File: src/rtl/sdram_pkg.sv
// Shared SDRAM controller definitions: command encodings, address constants,
// default timing and the auto-refresh FSM state set.
package sdram_pkg;

  // {cs_n, ras_n, cas_n, we_n}
  localparam logic [3:0] CMD_NOP          = 4'b0111;
  localparam logic [3:0] CMD_PRECHARGE    = 4'b0010;
  localparam logic [3:0] CMD_AUTO_REFRESH = 4'b0001;
  localparam logic [3:0] CMD_MODE_SET     = 4'b0000;
  localparam logic [3:0] CMD_ACTIVE       = 4'b0011;
  localparam logic [3:0] CMD_READ         = 4'b0101;
  localparam logic [3:0] CMD_WRITE        = 4'b0100;

  localparam logic [11:0] ADDR_ALL_BANK = 12'b0100_0000_0000;

  localparam int DEF_T_RP       = 2;
  localparam int DEF_T_RC       = 7;
  localparam int DEF_REF_PERIOD = 780;

  typedef enum logic [3:0] {
    IDLE,
    REQ,
    PRE,
    WAIT_RP,
    AREF1,
    WAIT_RC1,
    AREF2,
    WAIT_RC2,
    END
  } aref_state_t;

endpackage

File: src/rtl/sdram_ref_timer.sv
// Refresh interval timer: free-running interval counter, coalesced pending
// request and sticky overrun detection.
module sdram_ref_timer
  import sdram_pkg::*;
#(
  parameter int REF_PERIOD = DEF_REF_PERIOD
) (
  input  logic sys_clk,
  input  logic sys_rst,
  input  logic flag_init_end,
  input  logic grant,
  output logic pending,
  output logic overrun
);

  localparam int CNT_W = $clog2(REF_PERIOD);

  logic [CNT_W-1:0] cnt_ref;
  logic             tick;

  assign tick = flag_init_end && (cnt_ref == CNT_W'(REF_PERIOD - 1));

  always_ff @(posedge sys_clk or posedge sys_rst) begin
    if (sys_rst) begin
      cnt_ref <= '0;
      pending <= 1'b0;
      overrun <= 1'b0;
    end else begin
      if (!flag_init_end || tick) cnt_ref <= '0;
      else                        cnt_ref <= cnt_ref + 1'b1;

      // A tick landing on the grant cycle starts a fresh request, not an overrun.
      if (!flag_init_end) begin
        pending <= 1'b0;
      end else if (tick) begin
        pending <= 1'b1;
        if (pending && !grant) overrun <= 1'b1;
      end else if (grant) begin
        pending <= 1'b0;
      end
    end
  end

endmodule

File: src/rtl/sdram_aref.sv
// Periodic auto-refresh generator: requests the bus, then issues
// PRECHARGE-all followed by two AUTO_REFRESH commands and an end pulse.
module sdram_aref
  import sdram_pkg::*;
#(
  parameter int REF_PERIOD = DEF_REF_PERIOD,
  parameter int T_RP       = DEF_T_RP,
  parameter int T_RC       = DEF_T_RC
) (
  input  logic        sys_clk,
  input  logic        sys_rst,
  input  logic        flag_init_end,
  input  logic        aref_en,
  output logic        aref_req,
  output logic [3:0]  aref_cmd,
  output logic [11:0] aref_addr,
  output logic        flag_aref_end,
  output logic        aref_overrun
);

  localparam int WAIT_MAX = (T_RC > T_RP) ? T_RC : T_RP;
  localparam int WCNT_W   = $clog2(WAIT_MAX + 1);

  aref_state_t       state;
  logic [WCNT_W-1:0] wcnt;
  logic [WCNT_W-1:0] wcnt_inc;
  logic              grant;
  logic              pending;

  assign grant     = (state == REQ) && aref_en;
  assign wcnt_inc  = wcnt + 1'b1;
  assign aref_addr = ADDR_ALL_BANK;

  sdram_ref_timer #(
    .REF_PERIOD (REF_PERIOD)
  ) u_timer (
    .sys_clk       (sys_clk),
    .sys_rst       (sys_rst),
    .flag_init_end (flag_init_end),
    .grant         (grant),
    .pending       (pending),
    .overrun       (aref_overrun)
  );

  // wcnt counts cycles since the last issued command; the next command
  // goes out on the edge where that distance reaches the timing parameter.
  always_ff @(posedge sys_clk or posedge sys_rst) begin
    if (sys_rst) begin
      state         <= IDLE;
      wcnt          <= '0;
      aref_req      <= 1'b0;
      aref_cmd      <= CMD_NOP;
      flag_aref_end <= 1'b0;
    end else begin
      aref_cmd      <= CMD_NOP;
      flag_aref_end <= 1'b0;
      case (state)
        IDLE: begin
          if (pending) begin
            state    <= REQ;
            aref_req <= 1'b1;
          end
        end
        REQ: begin
          if (aref_en) begin
            state    <= PRE;
            aref_req <= 1'b0;
            aref_cmd <= CMD_PRECHARGE;
            wcnt     <= '0;
          end
        end
        PRE, WAIT_RP: begin
          if (wcnt_inc == WCNT_W'(T_RP)) begin
            state    <= AREF1;
            aref_cmd <= CMD_AUTO_REFRESH;
            wcnt     <= '0;
          end else begin
            state <= WAIT_RP;
            wcnt  <= wcnt_inc;
          end
        end
        AREF1, WAIT_RC1: begin
          if (wcnt_inc == WCNT_W'(T_RC)) begin
            state    <= AREF2;
            aref_cmd <= CMD_AUTO_REFRESH;
            wcnt     <= '0;
          end else begin
            state <= WAIT_RC1;
            wcnt  <= wcnt_inc;
          end
        end
        AREF2, WAIT_RC2: begin
          if (wcnt_inc == WCNT_W'(T_RC)) begin
            state         <= END;
            flag_aref_end <= 1'b1;
            wcnt          <= '0;
          end else begin
            state <= WAIT_RC2;
            wcnt  <= wcnt_inc;
          end
        end
        END: begin
          state <= IDLE;
        end
        default: begin
          state <= IDLE;
        end
      endcase
    end
  end

endmodule

File: config.mk
export PLATFORM = sky130hd
export DESIGN_NAME = sdram_aref
export DESIGN_NICKNAME = d
export VERILOG_FILES = /design/src/rtl/sdram_pkg.sv /design/src/rtl/sdram_ref_timer.sv /design/src/rtl/sdram_aref.sv
export SDC_FILE = /design/constraint.sdc
export NUM_CORES = 1
export LEC_CHECK = 0
export CORE_ASPECT_RATIO = 1.75
export CORE_MARGIN = 2
export CORE_UTILIZATION = 30
export DETAILED_ROUTE_END_ITERATION = 6
export HOLD_SLACK_MARGIN = 0.06
export PLACE_DENSITY = 0.46
export SYNTH_ARGS = -nofsm -noshare
export SYNTH_HDL_FRONTEND = slang
export SYNTH_SLANG_ARGS = --single-unit
File: constraint.sdc
create_clock -name sys_clk -period 4.8 [get_ports sys_clk]
set_clock_uncertainty 0.15 [all_clocks]
set_input_delay 0.96 -clock sys_clk [delete_from_list [all_inputs] [get_ports sys_clk]]
set_output_delay 0.96 -clock sys_clk [all_outputs]
set_load 0.01 [all_outputs]
==> out/results.txt, run 1 <==
outcome - completed
Slew Viols, Final - 0
Vias/cell - 4.68
measured slew at the worst slew-check pin - 0.917 ns
starting density of the core - 31.1%
Root Buffer - clkbuf_8
total congestion overflow - 0
Post-synth ARST share - 100%
Final Util - 34.4%
Worst setup SP type - flip-flop
Cell Area, Synth - 1290 µm²
Lkg Pwr - 0.640 nW
largest net degree at the start of global routing - 25
Total Wirelength - 2330 µm
post-route ant nets - 0
crit share post-route - 50.4%
cell with the most instances after synthesis - dfrtp_1
buffers added on ports - 9
clk_lat worst skew - 0.26 ns
max incr delay on CP - 0.53 ns
Area contributors post-synth - dfrtp_1 41%, buf_4 7.6%, dfstp_2 6.1%, nor2_1 5.5%, xnor2_1 4.1%
Post-synth EDFFs - 0
power per cell area - 252 nW/µm²
area grow syn2layout - 10.8%
Post-synth top cells - 21 x dfrtp_1, 19 x nor2_1, 13 x buf_4
DR vias - 908
syn avg cell area - 9.41 µm²
sequential cell area - 604 µm²
Nets - 154
arrival time worst endpoint - 1.31 ns
Synth Flop Type - dfrtp_1
Fill cells - 438
DRT iter0 DRCs - 10
first-pass GRT wire length - 4120 µm
H-tree depth - 1
IO Count - 23
Core ar. - 4150 µm²
drt first pass iters - 3
setup_tns - 0 ns
n_diodes - 0
CTS Hold Bufs - 0
CTS tree - done
multi-input logic area - 582 µm²
Worst setup EP type - output port
clock tree buffer depth - 2
initial antenna violation count - 0
Max Cap Viol - 0
clk slew on worst S/H paths - 0.09 ns
largest vdd supply drop - 132 µV
Max FO, Critical Path - 1
crit path time final - 2.42 ns
Hold Vio Cnt, Final - 0
Yosys reg bits - 24
Routed WL per cell - 12.0 µm
CP bufs+invs - 1
vias in the first global route - 938
Placer Congestion - 0.762
Post-DP HPWL - 1810 µm
row cnt - 31
Crit path max-delay family - flip-flops
residual DRC count - 0
Max Freq - 414 MHz
setup bufs post-CTS - 0
Slew headroom - 38.8%
crit path kind - flip-flop to output port
layout cells sized above 1 - 8.28%
post-synth cell types - 36
Synth area leader - dfrtp_1
GR Util All Layers - 11.0%
Critical Path, Cell by Cell - clkdlybuf4s50_1
post-synthesis cell count - 137
post-synthesis sequential area ratio - 46.9%
CTS resizes - 0
worst min path class - flip-flop to flip-flop
die height - 90.7 µm
RSZ-0062 raised after global routing - false
Tot Pwr - 0.360 mW
Req. time, crit path - 3.69 ns
DIE WIDTH - 53.5 µm
cts bufs inserted - 3
top cell type's share of synthesized area - 40.8%
Die ar. - 4860 µm²
Warnings, synthesis - 0
Final setup violation count - 0
CP max stage cell - dfstp_2
clk sinks - 24
## per-stage QoR
step	std cells	hold WS, ns	setup WS, ns	cell area [µm²]
6_report	194	0.331	2.38	1430
3_5_place_dp	190	0.319	2.40	1370
5_1_grt	194	0.362	2.34	1430
2_1_floorplan	148	0.301	3.07	1330
3_3_place_gp	190	0.302	2.46	1370
4_1_cts	194	0.338	2.37	1430
## cells in the final DEF, fill, tap and decap left out, drive strengths merged, types with 4 or more instances in the layout
cell / Yosys / final
nand3: 5 / 5
conb: 2 / 13
inv: 8 / 8
clkbuf: 3 / 4
nand2: 10 / 10
nor2: 19 / 19
ha: 4 / 4
o21ai: 5 / 5
clkdlybuf4s50: 0 / 9
xnor2: 6 / 6
dfrtp: 21 / 21
a21oi: 9 / 9
## power by group
| part | total (mW) | internal [mW] | switching (mW) | leakage, nW |
|---|---|---|---|---|
| clock network | 0.136 | 0.0731 | 0.0628 | 0.0288 |
| logic | 0.0181 | 0.00503 | 0.0131 | 0.294 |
| registers | 0.206 | 0.204 | 0.00226 | 0.317 |
| total | 0.360 | 0.282 | 0.0782 | 0.640 |
## layer usage
metal	routed length [µm]	global-route usage, %	vias up	part of all wire (%)
li1	-	-	443	-
met1	932	12.4	452	40
met2	1320	19.7	9	57
met3	38	1.49	4	1.6
met4	38	4.49	0	1.6
met5	0	0	-	0
## final timing paths
path	cells past startpoint	start	slack, ns	to
worst max-delay path	1	aref_cmd[2]	2.38	aref_cmd[2]
worst min-delay path	1	u_timer.cnt_ref[0]	0.33	u_timer.cnt_ref[0]
worst max register to register	5	wcnt[0]	2.93	state[0]
worst min register to register	1	u_timer.cnt_ref[0]	0.33	u_timer.cnt_ref[0]
max in group asynchronous	2	sys_rst	2.89	wcnt[1]
min in group asynchronous	2	sys_rst	1.05	u_timer.cnt_ref[8]
## logic make-up (layout without fill, tap and decap cells)
family	count (synthesis)	count (layout)	share of synthesized area [%]
DFF	24	24	46.9
muxes	1	1	0.777
and+or+nand+nor	50	50	19.6
other	2	13	0.583
AOI/OAI and AO/OA	22	22	11.0
xor gates and xnor gates	9	9	6.12
adders and majority gates	4	4	3.88
buffers and inverters	25	22	11.2
## sequential cells by signal, summed over array words and instances, names as in the netlist
| register | count |
|---|---|
| state | 4 |
| u_timer.cnt_ref | 10 |
| u_timer.overrun | 1 |
| flag_aref_end | 1 |
| aref_cmd | 3 |
| aref_req | 1 |
| wcnt | 3 |
| u_timer.pending | 1 |
## layout make-up
type	instances	share of cell area, %
repair buffers	9	6.31
inverters	9	2.45
clock buffers	4	3.86
multi-input cells	99	40.8
well taps	49	4.29
flip-flops and latches	24	42.3
Power figures use the tool's default switching activity.
==> run 2: changes to the inputs <==
Clock period 4.8 ns to 2.4 ns, I/O delays scaled along.
==> run 2 against run 1 <==
- combinational power grew 110%
- flip-flop and latch count is the same
- worst hold slack gained 0.0067 ns
- utilization grew 0.57 points
- non-clock buffer count grew 1
==> out/results.txt, run 2 (synthesis results as in run 1) <==
outcome - completed
H-tree depth - 1 (unchanged)
crit path kind - flip-flop to output port
initial antenna violation count - 0 (unchanged)
Max Cap Viol - 0 (unchanged)
sequential cell area - 604 µm² (unchanged)
setup bufs post-CTS - 0 (unchanged)
multi-input logic area - 582 µm² (unchanged)
Hold Vio Cnt, Final - 0 (unchanged)
Fill cells - 431 (-1.6%)
row cnt - 31 (unchanged)
R2R Setup Slk - 0.52 ns (-2.41 ns)
clk slew on worst S/H paths - 0.09 ns (about the same)
Slew Viols, Final - 0 (unchanged)
n_diodes - 0 (unchanged)
RSZ-0062 raised after global routing - false
crit share post-route - 80.9%
Switching Power - 0.161 mW (+110%)
P_int - 0.642 mW (+130%)
Req. time, crit path - 1.77 ns (-1.92 ns)
largest vdd supply drop - 463 µV (+250%)
starting density of the core - 31.1% (unchanged)
worst min path class - flip-flop to flip-flop
Die ar. - 4860 µm² (unchanged)
Nets - 155 (+0.65%)
most frequent cells in the layout - 21 x dfrtp_1, 19 x nor2_1, 13 x conb_1
hold path startpoint - u_timer.cnt_ref[0]
Top Registers - u_timer.cnt_ref: 10 flops, state: 4 flops
Max Freq - 515 MHz
sequential share of power - 51.4% (-5.9 points)
CTS tree - done
Routed WL per cell - 11.8 µm (-1.7%)
Comb power frac - 4.7% (-0.3 points)
IO Count - 23 (unchanged)
buffers added on ports - 9 (unchanged)
Reg2Reg Depth - 5 (unchanged)
Core ar. - 4150 µm² (unchanged)
most common cell after layout, fill and taps aside - dfrtp_1
Max FO, Critical Path - 1 (unchanged)
CP max stage cell - dfstp_2
vias in the first global route - 875 (-6.7%)
Post-DP HPWL - 1740 µm (-3.5%)
Worst setup SP type - flip-flop
Vias/cell - 4.62 (-1.4%)
Root Buffer - clkbuf_8
Tot Pwr - 0.803 mW (+120%)
Worst setup EP type - output port
Worst R2R Start - wcnt[0]
arrival time worst endpoint - 1.31 ns (about the same)
clk_lat worst skew - 0.27 ns (about the same)
Crit path max-delay family - flip-flops
DRT iter0 DRCs - 4 (-6)
R2R Path End - state[0]
CTS resizes - 0 (unchanged)
Lkg Pwr - 0.652 nW (+1.8%)
Final setup violation count - 0 (unchanged)
Critical Path, Cell by Cell - clkdlybuf4s50_1
number of flip-flops in the largest register - 10 (unchanged)
CP bufs+invs - 1 (unchanged)
GR Util All Layers - 10.6% (-0.40 points)
hold depth - 1 (unchanged)
CTS Hold Bufs - 0 (unchanged)
post-route ant nets - 0 (unchanged)
crit path time final - 1.94 ns
setup_tns - 0 ns (unchanged)
Placer Congestion - 0.787 (+3.3%)
DIE WIDTH - 53.5 µm (unchanged)
hold endpoint - u_timer.cnt_ref[0]
DR vias - 900 (-0.88%)
Top reg by flops - u_timer.cnt_ref
power per cell area - 553 nW/µm² (+120%)
clock tree buffer depth - 2 (unchanged)
max incr delay on CP - 0.52 ns (about the same)
Clk pwr share - 43.9% (+6.2 points)
drt first pass iters - 3 (unchanged)
area grow syn2layout - 12.6%
total congestion overflow - 0 (unchanged)
Switching Fraction - 20.0% (-1.7 points)
die height - 90.7 µm (unchanged)
Total Wirelength - 2300 µm (-1.2%)
residual DRC count - 0 (unchanged)
largest net degree at the start of global routing - 25 (unchanged)
clk sinks - 24 (unchanged)
first-pass GRT wire length - 3910 µm (-5.2%)
cts bufs inserted - 3 (unchanged)
layout cells sized above 1 - 8.90% (+0.63 points)
## run 2: worst max-delay path by stage
stage | startpoint | end | slack [ns] | cells after the start
after floorplan | u_timer.cnt_ref[4] | u_timer.cnt_ref[1] | 0.74 | 3
after global placement | aref_en | wcnt[2] | 0.53 | 5
after detailed placement | aref_en | state[0] | 0.47 | 4
after CTS | aref_cmd[0] | aref_cmd[0] | 0.44 | 1
after global routing | wcnt[0] | state[0] | 0.31 | 5
final | aref_cmd[0] | aref_cmd[0] | 0.46 | 1
## run 2: cell type report
type	instances	area share, %
Tap cell	49	4.22
Clock inverter	1	2.07
Clock buffer	3	2.84
Timing Repair Buffer	10	6.72
Inverter	9	2.41
Multi-Input combinational cell	99	40.1
Sequential cell	24	41.6
## run 2: routing by layer
layer / up-vias / wire (µm) / global-route usage [%]
met2: 7 / 1250 / 18.1
met3: 2 / 54 / 1.66
met5: - / 0 / 0
met4: 0 / 21 / 4.49
li1: 449 / - / -
met1: 442 / 979 / 12.6
## run 2: through the flow
stage	instance area (µm²)	std cells	util, %	setup WS (ns)	hold WS [ns]
final	1450	195	35.0	0.459	0.338
after global routing	1450	195	35.0	0.309	0.369
after CTS	1450	195	35.0	0.439	0.342
after detailed placement	1380	191	33.3	0.469	0.329
after global placement	1380	191	33.3	0.531	0.305
after floorplan	1330	148	-	0.737	0.301
## run 2: power by group through the flow
stage	clock [mW]	sequential, mW	combinational, mW
2_1_floorplan	0	0.420	0.0403
3_3_place_gp	0	0.421	0.0375
3_5_place_dp	0	0.421	0.0380
4_1_cts	0.369	0.413	0.0382
5_1_grt	0.381	0.414	0.0432
6_report	0.353	0.413	0.0376
==> run 3: changes to the inputs <==
Clock period 2.4 ns to 1.9 ns, I/O delays scaled along.
==> run 3 against run 2 <==
- register-to-register slack worse by 0.42 ns
- via count is 1.3% higher
- critical path type unchanged
- sequential power up 26%
- worst hold slack worse by 0.024 ns
- non-clock buffer count rose by 2
==> out/results.txt, run 3 (synthesis results as in run 1) <==
clk sinks - 24 (unchanged)
starting density of the core - 31.1% (unchanged)
DR vias - 912 (+1.3%)
clock tree buffer depth - 2 (unchanged)
gr busiest metal - met2
Vias/cell - 4.63 (+0.30%)
CTS tree - done
Final setup violation count - 0 (unchanged)
crit path kind - flip-flop to output port
CP max stage cell - dfstp_2
Max Freq - 542 MHz
Layout Cells excl Fill - 197 (+1.0%)
Root Buffer - clkbuf_8
total congestion overflow - 0 (unchanged)
buffers added on ports - 9 (unchanged)
most frequent cells in the layout - 21 x dfrtp_1, 19 x nor2_1, 13 x conb_1
Slew Viols, Final - 0 (unchanged)
crit share post-route - 97.1%
CTS resizes - 0 (unchanged)
largest net degree at the start of global routing - 25 (unchanged)
row cnt - 31 (unchanged)
Req. time, crit path - 1.37 ns (-0.40 ns)
outcome - completed
R2R Path End - u_timer.cnt_ref[3]
arrival time worst endpoint - 1.31 ns (about the same)
Worst setup EP type - output port
Placed Instance Area - 1400 µm² (+1.1%)
placed insts - 193 (+1.0%)
Max Cap Viol - 0 (unchanged)
clk_lat worst skew - 0.27 ns (about the same)
Reg2Reg Depth - 5 (unchanged)
DIE WIDTH - 53.5 µm (unchanged)
met1 GRT Util - 13.1% (+0.52 points)
Top reg by flops - u_timer.cnt_ref
Top Registers - u_timer.cnt_ref: 10 flops, state: 4 flops
Die ar. - 4860 µm² (unchanged)
number of flip-flops in the largest register - 10 (unchanged)
Tot Pwr - 0.884 mW (+10%)
n_diodes - 0 (unchanged)
GR Util All Layers - 11.0% (+0.42 points)
Core ar. - 4150 µm² (unchanged)
clk slew on worst S/H paths - 0.09 ns (about the same)
Placer Congestion - 0.797 (+1.3%)
drt first pass iters - 4 (+1)
Hold Vio Cnt, Final - 0 (unchanged)
setup bufs post-CTS - 0 (unchanged)
crit path time final - 1.84 ns
CP bufs+invs - 1 (unchanged)
Fill cells - 441 (+2.3%)
CP Depth - 1 (unchanged)
cts bufs inserted - 3 (unchanged)
first-pass GRT wire length - 4030 µm (+3.2%)
layout cells sized above 1 - 10.1% (+1.2 points)
Final Util - 34.9% (-0.091 points)
Max FO, Critical Path - 1 (unchanged)
initial antenna violation count - 0 (unchanged)
worst min path class - input pin to async pin
Worst Hold Margin - 0.314 ns (-0.0240 ns)
Nets - 157 (+1.3%)
H-tree depth - 1 (unchanged)
R2R Setup Slk - 0.10 ns (-0.42 ns)
power per cell area - 610 nW/µm² (+10%)
dpl ws - 0.122 ns (-0.347 ns)
Critical Path, Cell by Cell - clkdlybuf4s50_1
grt met3 use - 1.49% (-0.17 points)
setup ws final - 0.0555 ns (-0.403 ns)
IO Count - 23 (unchanged)
Total Wirelength - 2350 µm (+2.2%)
post-route ant nets - 0 (unchanged)
final instance area - 1450 µm² (-0.26%)
residual DRC count - 0 (unchanged)
Routed WL per cell - 11.9 µm (+1.2%)
Post-DP HPWL - 1800 µm (+3.1%)
Lkg Pwr - 0.648 nW (-0.69%)
most common cell after layout, fill and taps aside - dfrtp_1
GRT met2 Usage - 18.7% (+0.62 points)
Worst R2R Start - u_timer.cnt_ref[0]
setup_tns - 0 ns (unchanged)
area grow syn2layout - 12.3%
DRT iter0 DRCs - 12 (+8)
Worst setup SP type - flip-flop
RSZ-0062 raised after global routing - false
CTS Hold Bufs - 0 (unchanged)
Crit path max-delay family - flip-flops
max incr delay on CP - 0.53 ns (about the same)
largest vdd supply drop - 396 µV (-15%)
die height - 90.7 µm (unchanged)
vias in the first global route - 876 (+0.11%)
## run 3: cell types whose count changed in the layout (fill, tap and decap cells not counted), sizes merged
cell    previous run  this run
buf                1         3
bufinv             1         0
clkbuf             3         4
## run 3: layer usage
layer | share of wire [%] | up-vias
met4 | 0.94 | 0
met1 | 41 | 452
met2 | 56 | 5
met3 | 1.5 | 2
met5 | 0 | -
li1 | - | 453
## run 3: how the worst max path moves through the flow
stage,from,endpoint,slack (ns)
floorplan,u_timer.cnt_ref[4],u_timer.cnt_ref[1],0.24
CTS,aref_cmd[0],aref_cmd[0],0.04
global placement,aref_en,wcnt[2],0.12
detailed placement,u_timer.cnt_ref[0],u_timer.cnt_ref[3],0.12
global route,u_timer.cnt_ref[0],u_timer.cnt_ref[3],0.009
finish,aref_cmd[0],aref_cmd[0],0.06
## run 3: layout make-up
class,count,area [µm²],share of cell area [%]
repair buffers,12,113,7.78
flip-flops and latches,24,604,41.7
clock buffers,4,45.0,3.11
well taps,49,61.3,4.24
inverters,9,35.0,2.42
multi-input cells,99,589,40.7
## run 3: report_power, final
group	total, mW	leakage, nW	internal (mW)	switching, mW
Clock	0.313	0.0228	0.150	0.163
Sequential	0.521	0.317	0.516	0.00569
Combinational	0.0492	0.308	0.0153	0.0339
Total	0.884	0.648	0.681	0.203
